File: src/rtl/int_pkg.sv
// int_pkg: definitions shared by the interrupt controller.
//   int_state_t    - controller FSM states (IDLE, TAKE, SERVICE)
//   NSRC_DEF       - default number of interrupt sources
//   VEC_BASE_DEF   - default vector address of source 0
//   VEC_STRIDE_DEF - default address distance between consecutive vectors
package int_pkg;

   typedef enum logic [1:0] {
      IDLE    = 2'd0,
      TAKE    = 2'd1,
      SERVICE = 2'd2
   } int_state_t;

   localparam int         NSRC_DEF       = 4;
   localparam logic [9:0] VEC_BASE_DEF   = 10'h3F0;
   localparam int         VEC_STRIDE_DEF = 4;

endpackage

File: src/rtl/sync_edge.sv
// sync_edge: two-flop synchronizer for one asynchronous interrupt line,
// followed by a third flop used to detect a rising edge.
//   clk   - system clock, rising edge
//   reset - asynchronous, active-high; clears all three flops
//   din   - asynchronous level input
//   rise  - one-cycle pulse after a synchronized 0->1 transition
module sync_edge (
   input  logic clk,
   input  logic reset,
   input  logic din,
   output logic rise
);

   logic s1, s2, s3;

   always_ff @(posedge clk or posedge reset) begin
      if (reset) begin
         s1 <= 1'b0;
         s2 <= 1'b0;
         s3 <= 1'b0;
      end else begin
         s1 <= din;
         s2 <= s1;
         s3 <= s2;
      end
   end

   assign rise = s2 & ~s3;

endmodule

File: src/rtl/int_ctrl.sv
// int_ctrl: fixed-priority, non-nesting interrupt controller feeding the
// PC-select mux and the return-address stack.
//   clk, reset      - system clock (rising edge), async active-high reset
//   irq             - asynchronous interrupt lines, rising edge = request
//   ei, di          - enable / disable interrupts (di wins)
//   mask_we/mask_wd - load the mask register (1 = source masked)
//   reti            - return from interrupt (honoured only in SERVICE)
//   pc_next         - return address pushed on a take
//   int_take, push  - one-cycle take pulse / stack push request
//   vector          - VEC_BASE + idx*VEC_STRIDE of the taken source
//   push_data       - pc_next during the take cycle
//   pop             - stack pop request on an accepted reti
//   ack             - one-hot acknowledge of the taken source
//   mask, pending   - current mask register / latched requests
//   in_service      - high while a handler runs
module int_ctrl
   import int_pkg::*;
#(
   parameter int         NSRC       = NSRC_DEF,
   parameter logic [9:0] VEC_BASE   = VEC_BASE_DEF,
   parameter int         VEC_STRIDE = VEC_STRIDE_DEF
) (
   input  logic            clk,
   input  logic            reset,
   input  logic [NSRC-1:0] irq,
   input  logic            ei,
   input  logic            di,
   input  logic            mask_we,
   input  logic [NSRC-1:0] mask_wd,
   input  logic            reti,
   input  logic [9:0]      pc_next,
   output logic            int_take,
   output logic [9:0]      vector,
   output logic            push,
   output logic [9:0]      push_data,
   output logic            pop,
   output logic [NSRC-1:0] ack,
   output logic [NSRC-1:0] mask,
   output logic [NSRC-1:0] pending,
   output logic            in_service
);

   int_state_t      state_q, state_d;
   logic            ie_q;
   logic [2:0]      idx_q;
   logic [2:0]      win;
   logic            any;
   logic [NSRC-1:0] rise;
   logic [NSRC-1:0] pending_q;
   logic [NSRC-1:0] mask_q;
   logic [NSRC-1:0] eligible;
   logic [NSRC-1:0] clr;

   for (genvar g = 0; g < NSRC; g++) begin : g_src
      sync_edge u_sync (
         .clk   (clk),
         .reset (reset),
         .din   (irq[g]),
         .rise  (rise[g])
      );
   end

   assign eligible = pending_q & ~mask_q;

   // Lowest index wins: first set bit scanning upward.
   always_comb begin
      win = '0;
      any = 1'b0;
      for (int unsigned i = 0; i < NSRC; i++) begin
         if (eligible[i] && !any) begin
            win = 3'(i);
            any = 1'b1;
         end
      end
   end

   always_comb begin
      state_d    = state_q;
      int_take   = 1'b0;
      pop        = 1'b0;
      in_service = 1'b0;
      case (state_q)
         IDLE: begin
            if (ie_q && any) state_d = TAKE;
         end
         TAKE: begin
            int_take = 1'b1;
            state_d  = SERVICE;
         end
         SERVICE: begin
            in_service = 1'b1;
            if (reti) begin
               pop     = 1'b1;
               state_d = IDLE;
            end
         end
         default: state_d = IDLE;
      endcase
   end

   assign clr = int_take ? (NSRC'(1) << idx_q) : '0;

   always_ff @(posedge clk or posedge reset) begin
      if (reset) begin
         state_q   <= IDLE;
         idx_q     <= '0;
         pending_q <= '0;
         mask_q    <= '1;
         ie_q      <= 1'b0;
      end else begin
         state_q <= state_d;
         if (state_q == IDLE && state_d == TAKE) idx_q <= win;
         // A new edge on the bit being cleared keeps it set.
         pending_q <= (pending_q & ~clr) | rise;
         if (mask_we) mask_q <= mask_wd;
         // Take/return override ei/di; di wins over ei otherwise.
         if (int_take)  ie_q <= 1'b0;
         else if (pop)  ie_q <= 1'b1;
         else if (di)   ie_q <= 1'b0;
         else if (ei)   ie_q <= 1'b1;
      end
   end

   assign vector    = VEC_BASE + 10'(idx_q) * 10'(VEC_STRIDE);
   assign push      = int_take;
   assign push_data = int_take ? pc_next : '0;
   assign ack       = clr;
   assign mask      = mask_q;
   assign pending   = pending_q;

endmodule

File: config.mk
export PLATFORM = sky130hd
export DESIGN_NAME = int_ctrl
export DESIGN_NICKNAME = d
export VERILOG_FILES = /design/src/rtl/int_pkg.sv /design/src/rtl/sync_edge.sv /design/src/rtl/int_ctrl.sv
export SDC_FILE = /design/constraint.sdc
export NUM_CORES = 1
export LEC_CHECK = 0
export BUFFER_PORTS_ARGS = -buffer_cell sky130_fd_sc_hd__buf_2
export CAP_MARGIN = 25
export CORE_MARGIN = 2
export CORE_UTILIZATION = 43
export CTS_CLUSTER_SIZE = 10
export DETAILED_ROUTE_END_ITERATION = 6
export GPL_ROUTABILITY_DRIVEN = 0
export GPL_TIMING_DRIVEN = 0
export PLACE_DENSITY = 0.82
export SLEW_MARGIN = 15
export SYNTH_ARGS = -nofsm -noshare
export SYNTH_HDL_FRONTEND = slang
export SYNTH_SLANG_ARGS = --single-unit
File: constraint.sdc
create_clock -name clk -period 1.5 [get_ports clk]
set_input_delay 0.45 -clock clk [delete_from_list [all_inputs] [get_ports clk]]
set_output_delay 0.45 -clock clk [all_outputs]
set_load 0.01 [all_outputs]
* Yosys cells after proc, flatten, opt, wreduce, memory -nomap -nowiden
Index checks and enable logic that the tools add are counted.
** Storage, ports and cells
- Bits in registers :: 26
- Latch bits :: 0
- Bits in writable memories :: 0
- Memory bits (read-only) :: 0
- Input bits :: 24
- Output and inout bits :: 36
- Word-level logic and storage cells :: 65
- Memories :: 0
** Operators by class
- Add/subtract/negate cells :: 1
- Multiply operators :: 0
- Divide/modulo/power cells :: 0
- Magnitude comparators :: 0
- Equal/unequal tests :: 3
- Shift-type cells :: 1
- Mux-type cells :: 20
- Bitwise operators :: 13
- Reductions and logical operators :: 10
** Operator list (count)
- 1-bit two-way mux :: 13
- 10-bit two-way mux :: 1
- 4-bit AND :: 2
- 4-bit inverter :: 2
- 5-bit by 6-bit adder with 7-bit output (first input constant) :: 1
- 3-bit two-way mux :: 2
- 2-bit case mux with 3 select lines :: 1
- 1-bit logical AND :: 5
- 1-bit AND :: 4
- 2-bit by 1-bit equality test with 1-bit output (second input constant) :: 2
- 2-bit two-way mux :: 2
- 4-bit two-way mux :: 1
- 1-bit inverter :: 4
- 4-bit OR :: 1
- 4-bit nonzero test :: 1
- 1-bit by 3-bit << shifter with 4-bit output (first input constant) :: 1
- 1-bit logical NOT :: 3
- 2-bit equality test (second input constant) :: 1
- 2-bit logical NOT :: 1

* Depth between registers and ports, before layout
- Depth in word-level cells :: 17
- Gate-level depth with buffers :: 4
- Gate-level depth less buffers :: 3

* Hierarchy
A second synthesis with hierarchy kept.
** Unflattened totals
- Cells, all modules :: 97
- Area, all modules :: 1158.6 sq um
** Modules (own cells, without submodules)
- int_ctrl :: instances 1, cells each 77, area an instance 788.3 sq um, seq. area each 330.3 sq um
- sync_edge :: instances 4, cells each 5, area an instance 92.6 sq um, seq. area each 75.1 sq um

* Worst setup path before layout
No wires, ideal clock.
- Path type :: flip-flop to output port
- Start point :: register state_q[1]
- End point :: output port push_data[0]
- Data arrival time :: 0.941 ns
- Required time :: 1.050 ns
- Slack :: 0.109 ns
- Stages on the path, launching flop included :: 5
- Buffers on the path :: 1
- Cell sequence :: dfrtp_1 nand2b_2 inv_2 buf_6 and2_1
** On the way
- Word-level cells in the longest chain between the ends :: 3
** Ends and longest elaborated chain
- start: declaration :: line int_ctrl.sv:43 : int_state_t state_q, state_d;
- start signal: assignment :: line int_ctrl.sv:111 : state_q <= state_d;
- 2-bit by 1-bit equality test with 1-bit output :: line int_ctrl.sv:82 : case (state_q)
- 1-bit two-way mux :: line int_ctrl.sv:82
- named net int_take :: line int_ctrl.sv:32 : output logic int_take,
- 10-bit two-way mux :: line int_ctrl.sv:126 : assign push_data = int_take ? pc_next : '0;
- end: declaration :: line int_ctrl.sv:35 : output logic [9:0] push_data,
The timed path passes the listed nets, and every way through them passes these cells.

* Worst setup path after layout
- Start point :: register state_q[1]
- End point :: output port push_data[5]
** On the way
- Word-level cells in the longest chain between the ends :: 3
** Ends and longest elaborated chain (line)
- 2-bit by 1-bit equality test with 1-bit output :: int_ctrl.sv:82
- 1-bit two-way mux :: int_ctrl.sv:82
- 10-bit two-way mux :: int_ctrl.sv:126
Every way passes these cells.

==> impl_metrics.tcl <==
set metrics [dict create \
    timing.fmax_mhz 561 \
    p_per_area_nw_per_um2 1530 \
    p_total_mw 2.50 \
    fillers 168 \
    cts-buffers-inserted 3 \
    start_util 0.466 \
    cts_sinks 25 \
    first_global_vias 877 \
    rr_worst_depth 4 \
    grt_pass1_wl_um 3620 \
    detail_route.iter0.violations 4 \
    rows 17 \
    dp_hpwl_um 1770 \
    finalSetupViolCount 18 \
    synthCells 90 \
    worstPathMaxFanout 6 \
    drc 0 \
    final_cell_mix "buf_2 (39), dfrtp_1 (19), buf_6 (18), buf_4 (13), inv_1 (11)" \
    synth_area_sq_um 1060 \
    hold_viol 0 \
    violations "setup timing" \
    ant_nets 0 \
    synth_warnings 0 \
    hold_path.class "in2async" \
    slew_violations 0 \
    insertion_delay_ns 0.31 \
    coreArea_sq_um 2280 \
    clockBufferDepth 2 \
    syn_area_per_cell_sq_um 11.8 \
    crit_arrival_ns 1.33 \
    final_common_cell "buf_2" \
    nets 186 \
    crit_required_ns 1.05 \
    overflow 0 \
    areaGrowthSynthToFinish_pct 54.6 \
    r2r-end "idx_q[1]$_DFFE_PP0P_" \
    outcome "finished with violations" \
    peakVddDrop_v 0.000923 \
    fin_crit_ns 1.78 \
    setup_ws_ns -0.282 \
    final_cells 189 \
    crit_end "push_data[5]" \
    crit_type "reg2out" \
    ys_seq_elements 25 \
    cp-start-kind "register" \
    grt_max_degree 26 \
    vias 883 \
    cts_root_buffer "clkbuf_4" \
    synth-seq-area-share 0.594 \
    dieArea_sq_um 2880 \
    finalClockSkew_ns 0.00940 \
    antennaDiodeCount 0 \
    io_pins 60 \
    grt_usage 0.179 \
    endpoint_kind "output pin" \
    cts_tree "built" \
    reg2reg_slack_ns 0.26 \
    grt_setup_unrepaired "yes" \
    clk_pin_slew_worst_paths_ns 0.12 \
    cts_hold_buf 0 \
    viasPerCell 4.67 \
    placedCellCount 175 \
    cp-startpoint "state_q[1]$_DFF_PP0_" \
    fin_crit_sh 1.19 \
    ys_types 24 \
    io_buffers 51 \
    fp.dieW_um 53.7 \
    drv_cap 0 \
    routed_wl_um 2500 \
    die_h_um 53.7 \
    antenna_found_initial 0 \
    rr_startpoint "state_q[0]$_DFF_PP0_" \
    avgRoutedWirePerCell_um 13.2 \
    power_leakage_nw 0.857 \
    first_pass_iters 4 \
    drive_above_1_share 0.634 \
    cts.htree.levels 1 \
]
==> report_power, final <==
group	internal (mW)	switching [mW]	leakage, nW
clock	0.104	0.179	0.0150
combinational	0.706	0.560	0.563
sequential	0.825	0.128	0.279
total	1.64	0.868	0.857
==> sequential cells by signal, summed over array words and instances, names as in the netlist <==
register         flops
ie_q                 1
pending              4
idx_q                2
state_q              2
mask                 4
g_src.u_sync.s2      4
g_src.u_sync.s1      4
g_src.u_sync.s3      4
==> cell families (layout without fill, tap and decap cells) <==
group,after synthesis,count (layout),share of synthesized area
other,2,8,0.00708
buffers and inverters,22,87,0.117
DFF,25,25,0.594
AOI/OAI and AO/OA,14,14,0.0896
muxes,4,4,0.0424
and+or+nand+nor,23,23,0.150
==> through the flow <==
stage / instance area [sq um] / hold WS, ns / worst slack [ns] / setup TNS [ns] / utilization
after floorplan: 1080 / 0.331 / 0.109 / 0 / -
after global routing: 1640 / 0.0275 / -0.344 / -5.30 / 0.721
after CTS: 1570 / 0.222 / -0.293 / -4.39 / 0.691
final: 1640 / 0.0256 / -0.282 / -4.23 / 0.721
after detailed placement: 1370 / 0.338 / -0.0840 / -0.361 / 0.604
after global placement: 1370 / 0.334 / -0.0286 / -0.0554 / 0.604
==> worst max-delay path, stage by stage (launching register included) <==
cell	delay [ns]
dfrtp_1	0.42
nand2b_4	0.18
inv_4	0.07
buf_6	0.11
and2_4	0.15
buf_6	0.10
==> repair_timing <==
| item | 4_1_cts | 5_1_grt |
|---|---|---|
| hold endpoints to repair | 0 | 0 |
| cloned | 1 | 0 |
| buffers inserted | 5 | 3 |
| endpoints found under the setup margin | 18 | 20 |
| pin swaps | 10 | 0 |
| gates resized for setup | 30 | 5 |
==> worst min-delay path by stage <==
stage                                         endpoint  slack (ns)  depth (start not counted)
after global placement    g_src[1].u_sync.s2$_DFF_PP0_        0.33                          0
after floorplan           g_src[0].u_sync.s2$_DFF_PP0_        0.33                          0
after detailed placement  g_src[1].u_sync.s2$_DFF_PP0_        0.34                          0
after global routing      g_src[1].u_sync.s2$_DFF_PP0_        0.03                          2
after CTS                 g_src[1].u_sync.s1$_DFF_PP0_        0.22                          1
final                             pending[3]$_DFF_PP0_        0.03                          2
==> routing by layer <==
metal | track usage | vias up | part of all wire
met1 | 0.181 | 417 | 0.36
met3 | 0.0278 | 4 | 0.083
met2 | 0.346 | 48 | 0.54
li1 | - | 414 | -
met4 | 0.0940 | 0 | 0.014
met5 | 0 | - | 0
==> synthesized netlist by cell type (all sizes together) <==
master | instances | area share
nor3 | 2 | 0.019
nor3b | 1 | 0.012
conb | 2 | 0.0071
buf | 10 | 0.074
nand2b | 1 | 0.0083
nor2 | 2 | 0.0071
a22oi | 1 | 0.0071
inv | 12 | 0.042
o41a | 1 | 0.011
o22ai | 4 | 0.024
nor2b | 5 | 0.032
mux2 | 4 | 0.042
dfstp | 4 | 0.099
nand3b | 1 | 0.0071
dfrtp | 21 | 0.50
o32ai | 1 | 0.0083
o21bai | 1 | 0.0071
and2 | 11 | 0.065
o21ai | 4 | 0.019
o21a | 2 | 0.014
==> area by class of cell <==
cell class | count | area, sq um | area share
Sequential cell | 25 | 633 | 0.386
Buffer | 10 | 82.6 | 0.0503
Inverter | 12 | 47.5 | 0.0290
Multi-Input combinational cell | 49 | 375 | 0.229
Timing Repair Buffer | 61 | 440 | 0.268
Tap cell | 28 | 35.0 | 0.0214
Clock buffer | 4 | 26.3 | 0.0160
(Power assumes the default switching activity.)
